$ cat src/rtl/pipelined_mag_comparator.sv
// Two-stage registered magnitude comparator.
// Stage 1 compares the upper and lower operand halves independently; stage 2
// merges them, with the upper half deciding and the lower half breaking ties.
// Define CMP_SIGNED_EN to compare two's-complement operands instead of unsigned.
// Handshake: in_valid qualifies a_in/b_in on the rising edge it is sampled;
// out_valid qualifies lt/eq/gt exactly two edges later. There is no ready or
// backpressure: every qualified pair yields one result, in order.
module pipelined_mag_comparator #(
  parameter int WIDTH = 8
) (
  input  logic             clk,
  input  logic             rst_n,
  input  logic             in_valid,
  input  logic [WIDTH-1:0] a_in,
  input  logic [WIDTH-1:0] b_in,
  output logic             out_valid,
  output logic             lt,
  output logic             eq,
  output logic             gt
);

  localparam int HW = WIDTH / 2;

  // Stage-1 state
  logic hi_lt_q, hi_eq_q, hi_gt_q;
  logic lo_lt_q, lo_eq_q, lo_gt_q;
  logic s1_valid_q;

  // Stage-2 state
  logic lt_q, eq_q, gt_q;
  logic out_valid_q;

  // Operands as seen by the half comparators
  logic [WIDTH-1:0] a_adj, b_adj;
  logic hi_lt_d, hi_eq_d, hi_gt_d;
  logic lo_lt_d, lo_eq_d, lo_gt_d;

`ifdef CMP_SIGNED_EN
  // Flipping the sign bit maps two's-complement order onto unsigned order.
  always_comb begin
    a_adj          = a_in;
    b_adj          = b_in;
    a_adj[WIDTH-1] = ~a_in[WIDTH-1];
    b_adj[WIDTH-1] = ~b_in[WIDTH-1];
  end
`else
  // Unsigned compare uses the operands unchanged.
  always_comb begin
    a_adj = a_in;
    b_adj = b_in;
  end
`endif

  // Per-half priority compare; walking LSB to MSB makes the MSB dominate.
  always_comb begin
    logic lt_b, gt_b, eq_b;
    hi_lt_d = 1'b0;
    hi_gt_d = 1'b0;
    hi_eq_d = 1'b1;
    lo_lt_d = 1'b0;
    lo_gt_d = 1'b0;
    lo_eq_d = 1'b1;
    for (int i = 0; i < HW; i++) begin
      lt_b    = ~a_adj[i] & b_adj[i];
      gt_b    = a_adj[i] & ~b_adj[i];
      eq_b    = ~(lt_b | gt_b);
      lo_lt_d = lt_b | (eq_b & lo_lt_d);
      lo_gt_d = gt_b | (eq_b & lo_gt_d);
      lo_eq_d = lo_eq_d & eq_b;
    end
    for (int i = HW; i < WIDTH; i++) begin
      lt_b    = ~a_adj[i] & b_adj[i];
      gt_b    = a_adj[i] & ~b_adj[i];
      eq_b    = ~(lt_b | gt_b);
      hi_lt_d = lt_b | (eq_b & hi_lt_d);
      hi_gt_d = gt_b | (eq_b & hi_gt_d);
      hi_eq_d = hi_eq_d & eq_b;
    end
  end

  // Stage 1: capture half results on valid input; valid bit tracks every edge.
  always_ff @(posedge clk or negedge rst_n) begin
    if (!rst_n) begin
      hi_lt_q    <= 1'b0;
      hi_eq_q    <= 1'b0;
      hi_gt_q    <= 1'b0;
      lo_lt_q    <= 1'b0;
      lo_eq_q    <= 1'b0;
      lo_gt_q    <= 1'b0;
      s1_valid_q <= 1'b0;
    end else begin
      s1_valid_q <= in_valid;
      if (in_valid) begin
        hi_lt_q <= hi_lt_d;
        hi_eq_q <= hi_eq_d;
        hi_gt_q <= hi_gt_d;
        lo_lt_q <= lo_lt_d;
        lo_eq_q <= lo_eq_d;
        lo_gt_q <= lo_gt_d;
      end
    end
  end

  // Stage 2: merge halves; flags hold across bubbles, out_valid does not.
  always_ff @(posedge clk or negedge rst_n) begin
    if (!rst_n) begin
      lt_q        <= 1'b0;
      eq_q        <= 1'b0;
      gt_q        <= 1'b0;
      out_valid_q <= 1'b0;
    end else begin
      out_valid_q <= s1_valid_q;
      if (s1_valid_q) begin
        lt_q <= hi_lt_q | (hi_eq_q & lo_lt_q);
        gt_q <= hi_gt_q | (hi_eq_q & lo_gt_q);
        eq_q <= hi_eq_q & lo_eq_q;
      end
    end
  end

  assign out_valid = out_valid_q;
  assign lt        = lt_q;
  assign eq        = eq_q;
  assign gt        = gt_q;

endmodule

$ cat config.mk
export PLATFORM = sky130hd
export DESIGN_NAME = pipelined_mag_comparator
export DESIGN_NICKNAME = d
export VERILOG_FILES = /design/src/rtl/pipelined_mag_comparator.sv
export SDC_FILE = /design/constraint.sdc
export NUM_CORES = 1
export LEC_CHECK = 0
export CAP_MARGIN = 20
export CORE_MARGIN = 5
export CORE_UTILIZATION = 28
export CTS_CLUSTER_DIAMETER = 200
export DETAILED_ROUTE_END_ITERATION = 10
export PLACE_DENSITY = 0.54
export SLEW_MARGIN = 25
export SYNTH_ARGS = -nofsm -noshare
export SYNTH_HDL_FRONTEND = slang
export SYNTH_SLANG_ARGS = --single-unit
$ cat constraint.sdc
create_clock -name clk -period 0.8 [get_ports clk]
set_input_delay 0.2 -clock clk [delete_from_list [all_inputs] [get_ports clk]]
set_output_delay 0.2 -clock clk [all_outputs]
set_load 0.01 [all_outputs]
==> impl_summary.md, run 1 <==
STA
The final count of pins violating max slew is 0. The transition at the pin with the smallest max-transition slack is 0.154 ns. The shortest period the worst path allows is 0.981 ns. The minimum setup slack in the final design is -0.181 ns. The final number of setup-violating endpoints is 9.

Setup repair after global routing could not meet its margin everywhere. The worst max-slew margin expressed relative to the limit is 0.897. The final period utilization is 1.23. The clock arrives with 0.00119 ns of skew. The number of hold violations in the final report is 0. Derived from the worst setup path, the maximum achievable clock frequency is 1020 MHz. The worst hold margin is 0.251 ns.

Worst setup path
The critical path goes through buf_2. The count of buffer and inverter cells on the critical path is 1. The largest fanout on the critical path is 2.

Broken down by cell family, the worst path's largest delay share belongs to flip-flops. The worst-case register-to-register setup slack is -0.04 ns. The number of cells on the worst reg-to-reg path is 4. STA puts the critical path data required time at approximately 0.6 ns. The critical path is of the reg2out type. The arrival time at the worst endpoint is 0.78 ns. The start point of the critical path is eq$_DFFE_PN0P_. The slowest cell on the critical path is sky130_fd_sc_hd__dfrtp_1. The origin of the critical flop-to-flop path is lt$_DFFE_PN0P_. The worst stage delay on the critical path is 0.38 ns. The worst setup path is captured at a primary output. The endpoint of the lowest-slack register-to-register path is lt$_DFFE_PN0P_.

The worst setup path is launched from a register.

Global route
The initial antenna violation count is 0. After global routing the overflow that remains totals 0. The number of global-route vias before repair is 736. The global routing's busiest layer is met2. The first global-routing pass estimated 2.96 mm of wire. In the global route stage, overall resource usage came out at 0.105. Entering global routing, the biggest net connects 12 pins. The fraction of met3 tracks used by global routing is 0.0314. In the global route stage, met2 resource usage came out at 0.193. The met1 usage is 0.116.

CTS
The clock passes through at most 2 buffers. The depth of the CTS H-tree is 1. The register clock-pin slew on the reported worst setup and hold paths is about 0.070 ns. The buffer type at the clock tree root is sky130_fd_sc_hd__clkbuf_4. For the worst-skew pair, the clock arrives at the later sink with an insertion delay of 0.26 ns. Counting the buffers created by CTS gives 3. TritonCTS built the clock tree.

For this design, the sink count on the clock tree is 11.

Logic synthesis
The number of nets produced by synthesis is 114. The share of the Yosys chip area taken by registers is 0.371. Synthesis inferred 11 register bits. A synthesized cell averages 9.39 um^2.

The combined area of all synthesized cells is 742 um^2. Counting every instance in the synthesized netlist gives 79. The unique cell type count in the Yosys netlist is 12.

The total number of yosys warnings is 0.

Finish
The proportion of layout cells with a drive suffix above 1 is 0.565. The library cells used most frequently in the layout, excluding fill and tap cells, are sky130_fd_sc_hd__buf_2, sky130_fd_sc_hd__inv_1, sky130_fd_sc_hd__dfrtp_1. The filler cell count is approximately 240. The total number of nets in the final design is 151.

The most common library cell in the layout ignoring fill and taps is sky130_fd_sc_hd__buf_2. The count of antenna diodes in the layout is 0. The area added between synthesis and finish is 63.4%.

Pwr
Power comes to 1.50 mW. The leakage power of the design is 0.594 nW. IR analysis of the VDD net gives a maximum drop of 1.01 mV. The ratio of total power to cell area is 1240 nW/um^2.

Placement
The wire-length estimate of the detail-placed layout is 1.26 mm. Buffers placed on the I/O ports in this run total 22. The weighted congestion at the end of routability-driven global placement is 0.710. OpenSTA, run right after detailed placement, puts the worst setup slack at -0.835 ns.

Job
The max-cap check violation count is 0.

Floorplanning
The floorplan die area is 3780 um^2. In this run the vertical extent of the chip is 61.5 um. The starting density of the core is 0.297. The die is 61.5 um wide. In this run the standard cell core region covers 2500 um^2. Pin placement for this block handled 23 I/O pins.

The cell row count is 18.

Drt
The detailed router finished its first iteration with 4 violations. Dividing the detail-routed via count by the number of cells gives 4.48. The routed layout has approximately 650 vias. After detailed routing, the number of remaining DRC violations is 0.

The detailed-routing iteration count for the pre-antenna-repair pass is 2. For this block, the routed nets add up to about 1.7 mm of wire. The number of nets still failing antenna checks after routing is 0. Dividing the detail-routed wire length by the instance count gives 11.6 um.

Run status
The run finished, with violations left. The checks that failed: negative setup slack.

Hold path
The worst min-delay path category is in2async.
[kinds of logic after synthesis]
family | share of synthesized area
AND/OR/NAND/NOR | 0.0540
adder cells (fa/ha/maj) | 0.270
buffers and inverters | 0.103
multiplexers | 0.0270
AO/OA/AOI/OAI | 0.175
flip-flops | 0.371
[power breakdown]
part	switching [mW]	internal (mW)	leakage (nW)	total, mW
logic	0.213	0.277	0.447	0.490
registers	0.0362	0.609	0.132	0.645
clock network	0.175	0.193	0.0150	0.368
[how the worst max path moves through the flow]
stage,slack (ns),endpoint,cells past startpoint
after floorplan,-0.18,hi_lt_q$_DFFE_PN0P_,4
after global placement,-0.80,hi_lt_q$_DFFE_PN0P_,6
after detailed placement,-0.83,hi_lt_q$_DFFE_PN0P_,6
after CTS,-0.19,gt,1
after global routing,-0.22,gt,1
final,-0.18,eq,1
[per-stage QoR]
stage / cell area [um^2] / setup TNS [ns] / util / std cells
detailed placement: 1090 / -5.63 / 0.437 / 135
CTS: 1140 / -1.03 / 0.456 / 143
global route: 1210 / -1.30 / 0.485 / 145
global placement: 1090 / -5.43 / 0.437 / 135
floorplan: 790 / -0.716 / - / 79
finish: 1210 / -0.989 / 0.485 / 145
[flip-flops by register name (all words and copies together), names as in the netlist]
register	count
eq	1
gt	1
hi_eq_q	1
hi_gt_q	1
hi_lt_q	1
lo_eq_q	1
lo_gt_q	1
lo_lt_q	1
lt	1
out_valid	1
s1_valid_q	1
[synth_stat cells]
master / number / area, um^2
sky130_fd_sc_hd__a211o_1: 4 / 35.0
sky130_fd_sc_hd__a21oi_1: 12 / 60.1
sky130_fd_sc_hd__buf_2: 1 / 5.00
sky130_fd_sc_hd__dfrtp_1: 11 / 275
sky130_fd_sc_hd__ha_1: 16 / 200
sky130_fd_sc_hd__inv_1: 19 / 71.3
sky130_fd_sc_hd__mux2i_1: 2 / 20.0
sky130_fd_sc_hd__nand3_1: 1 / 5.00
sky130_fd_sc_hd__nand4_1: 2 / 12.5
sky130_fd_sc_hd__nor2_1: 6 / 22.5
sky130_fd_sc_hd__o21a_1: 4 / 30.0
sky130_fd_sc_hd__o21ai_0: 1 / 5.00
[layout make-up]
class	instances	area, um^2	area share
Inverter	19	76.3	0.0630
Sequential cell	11	277	0.228
Clock buffer	4	26.3	0.0217
Tap cell	30	37.5	0.0310
Multi-Input combinational cell	48	523	0.431
Timing Repair Buffer	33	273	0.225
[what timing repair did]
item,CTS,global route
setup buffers,3,3
endpoints found under the setup margin,10,13
gates resized for setup,96,25
gates cloned,1,0
hold buffers,0,0
pin swaps,18,18
[routing by layer]
layer / vias to the layer above / routed length (um)
met5: - / 0
met4: 0 / 19
met3: 2 / 72
met2: 14 / 903
met1: 304 / 679
li1: 329 / -
(Power assumes the default switching activity.)
==> run 2: changes to the inputs <==
Settings changed: CORE_MARGIN 5 to 2.
==> run 2 against run 1 <==
The flow still finishes with violations (negative setup slack). Combinational power down 8.0%. Critical endpoint is now lt. Via count down 0.62%. Fmax down 1.7%. Critical path type unchanged. Die area down 19%. Count of clock-buffer cells in the layout unchanged.
==> impl_summary.md, run 2 (same netlist as run 1, synthesis figures left out) <==
Run status
The run finished, with violations left. The checks that failed: negative setup slack.

Floorplanning
The core footprint is 2500 um^2 (unchanged). The die outline width is 55.5 um (-9.8%). The number of top-level pins was 23 (unchanged).

The floorplan die area is 3080 um^2 (-19%). The die outline height is 55.5 um (-9.8%). The starting density of the core is 0.297 (unchanged). The cell row count is 18 (unchanged).

Drt
The post-detailed-routing wire length is 1.59 mm (-5.2%). The number of DRC markers in iteration 0 came to 2 (-2). The residual DRC count came to 0 (unchanged). The detailed-route wire length per cell came to 11.2 um (-3.2%).

The number of nets still failing antenna checks after routing is 0 (unchanged). The detailed-routing iteration count for the pre-antenna-repair pass is 4 (+2). The via total after detailed routing is 645 (-0.62%). The routed via count divided by cell count is 4.54 (+1.5%).

Finish
The proportion of layout cells with a drive suffix above 1 came to 0.536 (-0.0295). The library cells used most frequently in the layout, excluding fill and tap cells, are sky130_fd_sc_hd__buf_2, sky130_fd_sc_hd__inv_1, sky130_fd_sc_hd__dfrtp_1. The filler cell count is 254 (+5.4%). The final cell area excluding filler cells is 1150 um^2 (-4.8%). The area added between synthesis and finish is 55.5%. The count of placed standard cells in the final layout, fillers left out came to 142 (-2.1%). The total number of nets in the final design is 148 (-2.0%). The most common library cell in the layout ignoring fill and taps is sky130_fd_sc_hd__buf_2. The post-layout utilization of the core was 0.461 (-0.0235). The count of antenna diodes in the layout came to 0 (unchanged).

Pwr
The worst IR drop on VDD is 0.634 mV (-37%). The part of the power in combinational logic was 0.306 (-0.020). The leakage power of the design is 0.565 nW (-4.8%). The switching power summed over all nets is 0.427 mW (+0.68%).

The net switching fraction of the power was 0.289 (+0.00731). The internal power summed over all cells is 1.05 mW (-2.9%). The part of the total power dissipated in sequential elements is 0.440 (+0.011).

The clock share of power is 0.254 (+0.009). The ratio of total power to cell area came to 1280 nW/um^2 (+3.1%).

Placement
The weighted congestion at the end of routability-driven global placement is 0.748 (+5.3%). The number of port buffers is 22 (unchanged). The post-DP HPWL came to 1.15 mm (-9.0%). The instance area after placement is 1080 um^2 (-0.69%). The total instance count after detailed placement came to 134 (-0.74%).

CTS
The depth of the CTS H-tree came to 1 (unchanged). The source-to-sink clock delay at the later pin of the worst-skew pair is 0.26 ns (about the same). The tree is rooted in a sky130_fd_sc_hd__clkbuf_4. The count of clock tree sinks is 11 (unchanged).

The register clock-pin slew on the reported worst setup and hold paths is 0.07 ns (about the same). The number of buffers inserted during clock tree synthesis is 3 (unchanged). The clock tree buffer depth is 2 (unchanged). TritonCTS built the clock tree.

The number of hold buffers added after CTS came to 0 (unchanged).

Global route
The wire length of the first global-routing pass was 2.85 mm (-3.8%). The total global-route track usage was 0.116 (+0.0116). The maximum number of pins on one net before global-route repair was 12 (unchanged). The initial antenna violation count is 0 (unchanged). The number of global-route vias before repair is 688 (-6.5%).

The aggregate global routing overflow is 0 (unchanged).

Worst setup path
The count of buffer and inverter cells on the critical path was 1 (unchanged). The signal on the critical path passes through buf_2. In this design, the largest share of critical-path delay is due to flip-flops. The arrival time at the worst endpoint was 0.80 ns (+0.02 ns). The largest fanout on the critical path is 2 (unchanged). The worst stage delay on the critical path is 0.39 ns (about the same). STA classifies the critical path startpoint as a register. The slowest cell on the critical path is sky130_fd_sc_hd__dfrtp_1. The critical path is of the reg2out type. The endpoint required time on the critical path came to 0.60 ns (about the same). The worst setup path is captured at a primary output.

STA
The timing-limited maximum frequency was 1000 MHz (-1.7%). The worst max-slew margin expressed relative to the limit is 0.908 (+0.0109). The shortest period the worst path allows is 0.998 ns (+0.0165 ns). Setup repair after global routing could not meet its margin everywhere. The number of hold violations in the final report is 0 (unchanged). The transition at the pin with the smallest max-transition slack is 0.134 ns (-0.0201 ns). The clock skew is 0.00500 ns (+0.00381 ns). The minimum setup slack in the final design is -0.198 ns (-0.0165 ns). The final number of setup-violating endpoints is 9 (unchanged). The worst hold margin is 0.256 ns (+0.00439 ns).

The final count of pins violating max slew is 0 (unchanged). The final period utilization is 1.25 (+0.0206). The post-route setup TNS is -0.922 ns (+0.0670 ns).

Job
The max-cap check violation count came to 0 (unchanged).

Hold path
The worst hold path belongs to the class in2async.
## run 2: cell count changes in the layout (fill, tap and decap cells not counted)
cell and delta:
sky130_fd_sc_hd__dfrtp_1 -1, sky130_fd_sc_hd__clkbuf_2 +2, sky130_fd_sc_hd__buf_6 -5, sky130_fd_sc_hd__buf_4 -3, sky130_fd_sc_hd__nor2_1 +1, sky130_fd_sc_hd__dfrtp_2 +1
sky130_fd_sc_hd__nor2_2 -1, sky130_fd_sc_hd__o21ai_1 +1, sky130_fd_sc_hd__buf_2 +3, sky130_fd_sc_hd__o21ai_2 -1, sky130_fd_sc_hd__inv_1 +1, sky130_fd_sc_hd__inv_2 -1
## run 2: worst paths after layout
kind                                        end  depth (start not counted)  slack (ns)                 start
min                              eq$_DFFE_PN0P_                          2        0.26                 rst_n
max                                          lt                          1       -0.20        lt$_DFFE_PN0P_
min in group clk            hi_lt_q$_DFFE_PN0P_                          4        0.35               b_in[7]
min reg2reg                 out_valid$_DFF_PN0_                          0        0.47  s1_valid_q$_DFF_PN0_
max reg2reg                      lt$_DFFE_PN0P_                          3           0        lt$_DFFE_PN0P_
max in group asynchronous  s1_valid_q$_DFF_PN0_                          2        0.42                 rst_n
## run 2: what timing repair did
item | in CTS | in global routing
setup buffers | 1 | 2
setup endpoints to repair | 11 | 13
gates resized for setup | 95 | 15
pin swaps | 20 | 10
gates cloned | 1 | 0
## run 2: cell type report
type | instances | area, um^2 | area share
Timing Repair Buffer | 30 | 219 | 0.190
Clock buffer | 4 | 26.3 | 0.0228
Multi-Input combinational cell | 48 | 517 | 0.448
Sequential cell | 11 | 278 | 0.241
Inverter | 19 | 76.3 | 0.0662
Tap cell | 30 | 37.5 | 0.0325
## run 2: metrics by stage
| step | setup WS [ns] | total power, mW |
|---|---|---|
| 2_1_floorplan | -0.179 | 0.842 |
| 3_3_place_gp | -0.820 | 1.06 |
| 3_5_place_dp | -0.829 | 1.07 |
| 4_1_cts | -0.213 | 1.47 |
| 5_1_grt | -0.228 | 1.58 |
| 6_report | -0.198 | 1.47 |
## run 2: metal layers
metal	vias to the layer above	global-route usage	share of wire
met1	309	0.118	0.40
met5	-	0	0
li1	324	-	-
met3	2	0.00703	0.018
met4	0	0.0627	0.0082
met2	10	0.231	0.57
## run 2: power groups by stage
stage | sequential [mW] | combinational, mW | clock, mW
floorplan | 0.653 | 0.189 | 0
global placement | 0.649 | 0.409 | 0
detailed placement | 0.651 | 0.415 | 0
CTS | 0.643 | 0.431 | 0.393
global route | 0.658 | 0.508 | 0.414
finish | 0.648 | 0.451 | 0.375
